--- config.mk ---
export PLATFORM = sky130hd
export DESIGN_NAME = can_rx_ahb_flat
export DESIGN_NICKNAME = d
export VERILOG_FILES = /design/src/rtl/can_rx_pkg.sv /design/src/rtl/can_rx_ahb_if.sv /design/src/rtl/can_rx_fifo.sv /design/src/rtl/can_rx_ahb.sv /design/src/flat_wrapper.sv
export SDC_FILE = /design/constraint.sdc
export NUM_CORES = 1
export LEC_CHECK = 0
export CORE_ASPECT_RATIO = 0.8
export CORE_MARGIN = 5
export CORE_UTILIZATION = 41
export CTS_CLUSTER_SIZE = 20
export DETAILED_ROUTE_END_ITERATION = 8
export PLACE_DENSITY_LB_ADDON = 0.15
export SLEW_MARGIN = 20
export SYNTH_ARGS = -nofsm -noshare
export SYNTH_HDL_FRONTEND = slang
export SYNTH_SLANG_ARGS = --single-unit
--- constraint.sdc ---
create_clock -name HCLK -period 12.3 [get_ports HCLK]
set_clock_uncertainty 0.15 [all_clocks]
set_input_delay 1.23 -clock HCLK [delete_from_list [all_inputs] [get_ports HCLK]]
set_output_delay 1.23 -clock HCLK [all_outputs]
set_load 0.01 [all_outputs]
--- src/rtl/can_rx_pkg.sv ---
// Shared types and constants for the CAN receive-side AHB register block.
package can_rx_pkg;

    localparam logic [15:0] OFF_DL     = 16'h0000;
    localparam logic [15:0] OFF_DH     = 16'h0004;
    localparam logic [15:0] OFF_CMD    = 16'h0008;
    localparam logic [15:0] OFF_ID     = 16'h000C;
    localparam logic [15:0] OFF_STATUS = 16'h0010;
    localparam logic [15:0] OFF_POP    = 16'h0014;
    localparam logic [15:0] OFF_CTRL   = 16'h0018;

    localparam int unsigned ST_EMPTY   = 8;
    localparam int unsigned ST_FULL    = 9;
    localparam int unsigned ST_OVF     = 10;

    localparam int unsigned CTRL_EN    = 0;
    localparam int unsigned CTRL_IRQEN = 1;

    typedef struct packed {
        logic [63:0] data;
        logic [28:0] id;
        logic [3:0]  datalen;
        logic        format;
        logic [1:0]  frameType;
    } can_rx_frame_t;

    // CMD register layout, shared with the transmit side.
    function automatic logic [31:0] cmd_word(input can_rx_frame_t f);
        return {20'h0, f.datalen, f.format, f.frameType, 5'h0};
    endfunction

endpackage

--- src/rtl/can_rx_ahb_if.sv ---
// AHB-lite slave bus signals for the CAN receive register block.
interface can_rx_ahb_if;
    logic        HSEL;
    logic [31:0] HADDR;
    logic        HWRITE;
    logic [1:0]  HTRANS;
    logic [2:0]  HSIZE;
    logic [2:0]  HBURST;
    logic [31:0] HWDATA;
    logic        HREADY;
    logic [1:0]  HRESP;
    logic [31:0] HRDATA;

    modport slave (
        input  HSEL, HADDR, HWRITE, HTRANS, HSIZE, HBURST, HWDATA,
        output HREADY, HRESP, HRDATA
    );

    modport master (
        output HSEL, HADDR, HWRITE, HTRANS, HSIZE, HBURST, HWDATA,
        input  HREADY, HRESP, HRDATA
    );
endinterface

--- src/rtl/can_rx_fifo.sv ---
// Receive-frame FIFO with sticky overflow; a pop in the same cycle frees room for a push.
module can_rx_fifo
    import can_rx_pkg::*;
#(
    parameter int unsigned DEPTH = 4
) (
    input  logic                     clk,
    input  logic                     rst_n,
    input  logic                     push,
    input  logic                     pop,
    input  logic                     clrOvf,
    input  can_rx_frame_t            din,
    output can_rx_frame_t            dout,
    output logic [$clog2(DEPTH):0]   count,
    output logic                     full,
    output logic                     empty,
    output logic                     overflow
);
    localparam int unsigned PTR_W = $clog2(DEPTH);
    localparam int unsigned CNT_W = PTR_W + 1;

    can_rx_frame_t    r_mem [DEPTH];
    logic [PTR_W-1:0] r_wptr;
    logic [PTR_W-1:0] r_rptr;
    logic [CNT_W-1:0] r_count;
    logic             r_ovf;

    logic w_full;
    logic w_pop;
    logic w_push;
    logic w_drop;

    assign w_full = (r_count == CNT_W'(DEPTH));
    assign w_pop  = pop && (r_count != '0);
    assign w_push = push && (!w_full || w_pop);
    assign w_drop = push && w_full && !w_pop;

    // Storage carries no reset; only pointers and count define validity.
    always_ff @(posedge clk) begin
        if (w_push) begin
            r_mem[r_wptr] <= din;
        end
    end

    always_ff @(posedge clk or negedge rst_n) begin
        if (!rst_n) begin
            r_wptr  <= '0;
            r_rptr  <= '0;
            r_count <= '0;
            r_ovf   <= 1'b0;
        end else begin
            if (w_push) begin
                r_wptr <= r_wptr + PTR_W'(1);
            end
            if (w_pop) begin
                r_rptr <= r_rptr + PTR_W'(1);
            end
            if (w_push && !w_pop) begin
                r_count <= r_count + CNT_W'(1);
            end else if (w_pop && !w_push) begin
                r_count <= r_count - CNT_W'(1);
            end
            if (w_drop) begin
                r_ovf <= 1'b1;
            end else if (clrOvf) begin
                r_ovf <= 1'b0;
            end
        end
    end

    assign dout     = r_mem[r_rptr];
    assign count    = r_count;
    assign full     = w_full;
    assign empty    = (r_count == '0);
    assign overflow = r_ovf;

endmodule

--- src/rtl/can_rx_ahb.sv ---
// AHB slave register front end for the CAN receive FIFO: address decode, read mux, irq.
module can_rx_ahb
    import can_rx_pkg::*;
#(
    parameter int unsigned DEPTH = 4,
    parameter logic [15:0] BASE  = 16'hff20
) (
    input  logic                HCLK,
    input  logic                HRESET,
    can_rx_ahb_if.slave         ahb,
    input  logic                rxValid,
    input  logic [63:0]         rxData,
    input  logic [28:0]         rxId,
    input  logic [3:0]          rxDatalen,
    input  logic                rxFormat,
    input  logic [1:0]          rxFrameType,
    output logic                irq
);
    localparam int unsigned CNT_W = $clog2(DEPTH) + 1;

    logic        r_dp_valid;
    logic        r_dp_write;
    logic [15:0] r_dp_addr;
    logic [1:0]  r_ctrl;
    logic        r_irq;

    logic [15:0]      w_off;
    logic             w_wr;
    logic             w_pop;
    logic             w_clr;
    can_rx_frame_t    w_din;
    can_rx_frame_t    w_head;
    logic [CNT_W-1:0] w_count;
    logic             w_full;
    logic             w_empty;
    logic             w_ovf;
    logic [31:0]      w_status;
    logic [31:0]      w_rdata;
    logic             w_unused;

    // Address phase capture; IDLE/BUSY or deselect cancels the data phase.
    always_ff @(posedge HCLK or negedge HRESET) begin
        if (!HRESET) begin
            r_dp_valid <= 1'b0;
            r_dp_write <= 1'b0;
            r_dp_addr  <= '0;
        end else begin
            r_dp_valid <= ahb.HSEL && ahb.HTRANS[1];
            r_dp_write <= ahb.HWRITE;
            r_dp_addr  <= ahb.HADDR[15:0];
        end
    end

    assign w_off = r_dp_addr - BASE;
    assign w_wr  = r_dp_valid && r_dp_write;
    assign w_pop = w_wr && (w_off == OFF_POP);
    assign w_clr = w_wr && (w_off == OFF_STATUS) && ahb.HWDATA[ST_OVF];

    always_ff @(posedge HCLK or negedge HRESET) begin
        if (!HRESET) begin
            r_ctrl <= '0;
        end else if (w_wr && (w_off == OFF_CTRL)) begin
            r_ctrl <= ahb.HWDATA[1:0];
        end
    end

    assign w_din = '{data: rxData, id: rxId, datalen: rxDatalen,
                     format: rxFormat, frameType: rxFrameType};

    can_rx_fifo #(.DEPTH(DEPTH)) u_fifo (
        .clk      (HCLK),
        .rst_n    (HRESET),
        .push     (rxValid && r_ctrl[CTRL_EN]),
        .pop      (w_pop),
        .clrOvf   (w_clr),
        .din      (w_din),
        .dout     (w_head),
        .count    (w_count),
        .full     (w_full),
        .empty    (w_empty),
        .overflow (w_ovf)
    );

    always_comb begin
        w_status              = '0;
        w_status[CNT_W-1:0]   = w_count;
        w_status[ST_EMPTY]    = w_empty;
        w_status[ST_FULL]     = w_full;
        w_status[ST_OVF]      = w_ovf;
    end

    // Read mux; head fields read as zero while the FIFO is empty.
    always_comb begin
        w_rdata = '0;
        if (r_dp_valid && !r_dp_write) begin
            case (w_off)
                OFF_DL:     w_rdata = w_empty ? 32'h0 : w_head.data[31:0];
                OFF_DH:     w_rdata = w_empty ? 32'h0 : w_head.data[63:32];
                OFF_CMD:    w_rdata = w_empty ? 32'h0 : cmd_word(w_head);
                OFF_ID:     w_rdata = w_empty ? 32'h0 : {w_head.id, 3'b000};
                OFF_STATUS: w_rdata = w_status;
                OFF_CTRL:   w_rdata = {30'h0, r_ctrl};
                default:    w_rdata = '0;
            endcase
        end
    end

    always_ff @(posedge HCLK or negedge HRESET) begin
        if (!HRESET) begin
            r_irq <= 1'b0;
        end else begin
            r_irq <= r_ctrl[CTRL_IRQEN] && (!w_empty || w_ovf);
        end
    end

    assign ahb.HRDATA = w_rdata;
    assign ahb.HREADY = 1'b1;
    assign ahb.HRESP  = 2'b00;
    assign irq        = r_irq;

    assign w_unused = ^{ahb.HADDR[31:16], ahb.HTRANS[0], ahb.HSIZE, ahb.HBURST, ahb.HWDATA};

endmodule
--- src/flat_wrapper.sv ---
// flat-port wrapper written by rule: the top's interface ports become plain ports
module can_rx_ahb_flat import can_rx_pkg::*;
#(
    parameter int unsigned DEPTH = 4,
    parameter logic [15:0] BASE  = 16'hff20
)
  (HCLK, HRESET, rxValid, rxData, rxId, rxDatalen, rxFormat, rxFrameType, irq, ahb_HSEL, ahb_HADDR, ahb_HWRITE, ahb_HTRANS, ahb_HSIZE, ahb_HBURST, ahb_HWDATA, ahb_HREADY, ahb_HRESP, ahb_HRDATA);
  can_rx_ahb_if ahb_i ();
  input  logic HCLK;
  input  logic HRESET;
  input  logic rxValid;
  input  logic [63:0] rxData;
  input  logic [28:0] rxId;
  input  logic [3:0] rxDatalen;
  input  logic rxFormat;
  input  logic [1:0] rxFrameType;
  output logic irq;
  input wire logic [$bits(ahb_i.HSEL)-1:0] ahb_HSEL;
  input wire logic [$bits(ahb_i.HADDR)-1:0] ahb_HADDR;
  input wire logic [$bits(ahb_i.HWRITE)-1:0] ahb_HWRITE;
  input wire logic [$bits(ahb_i.HTRANS)-1:0] ahb_HTRANS;
  input wire logic [$bits(ahb_i.HSIZE)-1:0] ahb_HSIZE;
  input wire logic [$bits(ahb_i.HBURST)-1:0] ahb_HBURST;
  input wire logic [$bits(ahb_i.HWDATA)-1:0] ahb_HWDATA;
  output wire logic [$bits(ahb_i.HREADY)-1:0] ahb_HREADY;
  output wire logic [$bits(ahb_i.HRESP)-1:0] ahb_HRESP;
  output wire logic [$bits(ahb_i.HRDATA)-1:0] ahb_HRDATA;
  assign ahb_i.HSEL = ahb_HSEL;
  assign ahb_i.HADDR = ahb_HADDR;
  assign ahb_i.HWRITE = ahb_HWRITE;
  assign ahb_i.HTRANS = ahb_HTRANS;
  assign ahb_i.HSIZE = ahb_HSIZE;
  assign ahb_i.HBURST = ahb_HBURST;
  assign ahb_i.HWDATA = ahb_HWDATA;
  assign ahb_HREADY = ahb_i.HREADY;
  assign ahb_HRESP = ahb_i.HRESP;
  assign ahb_HRDATA = ahb_i.HRDATA;
  can_rx_ahb #(.DEPTH(DEPTH), .BASE(BASE)) u_core (.HCLK(HCLK), .HRESET(HRESET), .ahb(ahb_i), .rxValid(rxValid), .rxData(rxData), .rxId(rxId), .rxDatalen(rxDatalen), .rxFormat(rxFormat), .rxFrameType(rxFrameType), .irq(irq));
endmodule
==> impl_metrics.env <==
export IMPL_grt_max_degree=57
export IMPL_initial_core_util_pct=41.2
export IMPL_fin_crit_sh_pct=46.0
export IMPL_outcome="completed"
export IMPL_clk_latency_ns=0.55
export IMPL_powerDensity_nw_per_um2=165
export IMPL_io_pins=213
export IMPL_peakVddDrop_mv=0.0965
export IMPL_yosysWarnings=0
export IMPL_maxSlewHeadroom_pct=34.2
export IMPL_grt_setup_unrepaired="no"
export IMPL_worstSetupPathType="flop to output pin"
export IMPL_seqPwrFrac_pct=53.9
export IMPL_drive_gt1_share_pct=18.8
export IMPL_viasPerCell=5.31
export IMPL_syn2layout_area_growth_pct=21.7
export IMPL_cts_buffer_depth=3
export IMPL_cts_setup_buffers=0
export IMPL_gp_congestion=0.749
export IMPL_rows=66
export IMPL_required_ns=10.92
export IMPL_p_int_mw=2.61
export IMPL_die_h_um=190
export IMPL_finalMaxSlewViolations=0
export IMPL_finalHoldViolCount=0
export IMPL_netSwitchingFraction_pct=22.0
export IMPL_syn_inst=840
export IMPL_drtIter0Drc=535
export IMPL_setup_ws_ns=6.64
export IMPL_switchingPower_uw=737
export IMPL_fmax_mhz=177
export IMPL_dp_slack_ns=7.11
export IMPL_async_flop_share_pct=6.76
export IMPL_cts_hold_buffers=0
export IMPL_portBuffers=157
export IMPL_track_usage_pct=16.6
export IMPL_firstDrtPassIters=5
export IMPL_nets=1204
export IMPL_cts_buffers=45
export IMPL_syn_cell_area_um2=16700
export IMPL_hpwl_um=22500
export IMPL_utilization_pct=50.2
export IMPL_core_um2=40500
export IMPL_drc=0
export IMPL_worstHoldPathType="flop to flop"
export IMPL_ant_nets=0
export IMPL_clk_pin_slew_worst_paths_ns=0.05
export IMPL_maxCapViolCount=0
export IMPL_setup_violations_final=0
export IMPL_antenna_found_initial=2
export IMPL_timing_setup_tns_ns=0
export IMPL_arrival_ns=4.28
export IMPL_dp_cells=1517
export IMPL_htree_levels=2
export IMPL_leakage_nw=6.18
export IMPL_cts_tree="done"
export IMPL_fin_cells=1601
export IMPL_cp_end_kind="output pin"
export IMPL_wl_um=37900
export IMPL_synth_seq_cells=429
export IMPL_die_x_um=236
export IMPL_synth_edf_count=400
export IMPL_p_clk_share_pct=38.6
export IMPL_clock_sinks=429
export IMPL_avgSynthCellArea_um2=19.9
export IMPL_vias=8501
export IMPL_power_mw=3.34
export IMPL_grt_pass1_wl_um=56600
export IMPL_synth_cell_types=52
export IMPL_period_minus_slack_ns=5.66
export IMPL_synth_flop_cell="edfxtp_1"
export IMPL_grt_pass1_vias=8768
export IMPL_p_comb_share_pct=7.5
export IMPL_synth_seq_area_share_pct=76.3
export IMPL_start_kind="flop"
export IMPL_wl_per_cell_um=23.6
export IMPL_overflow=0
export IMPL_worst_path_max_fanout=14
export IMPL_post_cts_resized=0
export IMPL_worst_pin_slew_ns=0.987
export IMPL_die_area_um2=44900
export IMPL_cts_root_buf="clkbuf_16"
power groups by stage:
| stage | Combinational, mW | Sequential [mW] | Clock (mW) |
|---|---|---|---|
| finish | 0.250 | 1.80 | 1.29 |
| global route | 0.274 | 1.82 | 1.39 |
| CTS | 0.259 | 1.80 | 1.32 |
| detailed placement | 0.258 | 1.83 | 0 |
| global placement | 0.256 | 1.83 | 0 |
| floorplan | 0.134 | 1.84 | 0 |
stage by stage:
step / hold WS [ns] / instance area, um2
final: 0.359 / 20300
after global routing: 0.392 / 20300
after CTS: 0.362 / 20300
after detailed placement: 0.353 / 18900
after global placement: 0.354 / 18900
after floorplan: 0.325 / 16700
sequential cells by signal (all words and copies together), names as in the netlist:
name,flops
u_core.u_fifo.overflow,1
u_core.u_fifo.r_rptr,2
u_core.r_dp_write,1
u_core.irq,1
u_core.r_ctrl,2
u_core.r_dp_valid,1
u_core.r_dp_addr,16
u_core.u_fifo.count,3
u_core.u_fifo.r_mem,400
u_core.u_fifo.r_wptr,2
metal layers:
metal	GRT usage, %	part of all wire, %	vias up
met5	0	0.061	-
met4	3.71	1.6	4
met3	3.43	5.4	56
met2	25.7	46	212
met1	24.7	47	4376
li1	-	-	3853
critical path: stages, from the launching register on:
cell,delay [ns]
dfrtp_1,0.50
or4_1,0.94
buf_4,0.39
nor4_4,0.54
and2_1,0.24
o31ai_1,0.12
a211oi_1,0.39
clkdlybuf4s50_1,0.61
synth_stat cells (3+ instances only):
library cell	number	area, um2
a31oi_1	5	31.3
nor4_1	3	18.8
mux2_4	3	45.0
edfxtp_1	400	12000
ha_1	6	75.1
buf_2	15	75.1
buf_4	6	45.0
nand4_1	7	43.8
clkbuf_1	17	63.8
and2_1	8	50.1
inv_1	7	26.3
o22ai_1	22	138
mux2_2	46	518
nand3_1	14	70.1
xor2_1	3	26.3
mux2i_1	44	440
nor3_1	4	20.0
xnor2_1	5	43.8
nand2_1	7	26.3
a22oi_1	50	375
a21oi_1	23	115
mux4_2	55	1240
dfrtp_1	29	726
a32oi_1	5	43.8
nor2_1	15	56.3
a211oi_1	3	22.5
nor2b_1	3	18.8
kinds of logic after synthesis:
kind of cell | count (synthesis) | share of synthesized area [%]
DFF | 429 | 76.3
AOI/OAI and AO/OA | 121 | 5.01
xor gates and xnor gates | 8 | 0.420
buffers and inverters | 48 | 1.37
and+or+nand+nor | 77 | 2.82
muxes | 148 | 13.4
adders and majority gates | 7 | 0.570
other | 2 | 0.0450
path summary, 6_finish.rpt:
path,from,end,slack [ns],cells after the start
hold reg to reg,u_core.u_fifo.count[2],u_core.u_fifo.count[2],0.36,1
setup / recovery,u_core.r_dp_addr[3],ahb_HRDATA[10],6.64,7
max in group asynchronous,HRESET,u_core.u_fifo.r_rptr[0],10.75,2
setup reg to reg,u_core.r_dp_addr[3],u_core.u_fifo.r_mem[2][44],8.15,6
min in group asynchronous,HRESET,u_core.r_dp_addr[3],0.93,2
hold / removal,u_core.u_fifo.count[2],u_core.u_fifo.count[2],0.36,1
cell usage in the layout (no fill, tap or decap), drive strengths merged, types with 14 or more instances in the layout:
cell type,Yosys,routed
mux4,55,55
edfxtp,400,400
clkinv,0,18
o22ai,22,22
a22oi,50,50
buf,24,16
nor2,16,16
clkdlybuf4s50,0,157
a21oi,23,23
dfrtp,29,29
nand3,14,14
mux2i,44,44
clkbuf,17,59
mux2,49,49
area by class of cell:
type                       instances  area (um2)
sequential                       429       12700
tap                              544         681
clock inverter                    24         221
multi-input combinational        364        3750
antenna                            1        2.50
timing repair buffer             173        1690
clock buffer                      59        1190
fill                            3325       20200
inverter                           7        26.3
Note: power is estimated with default switching activity, not from simulation.
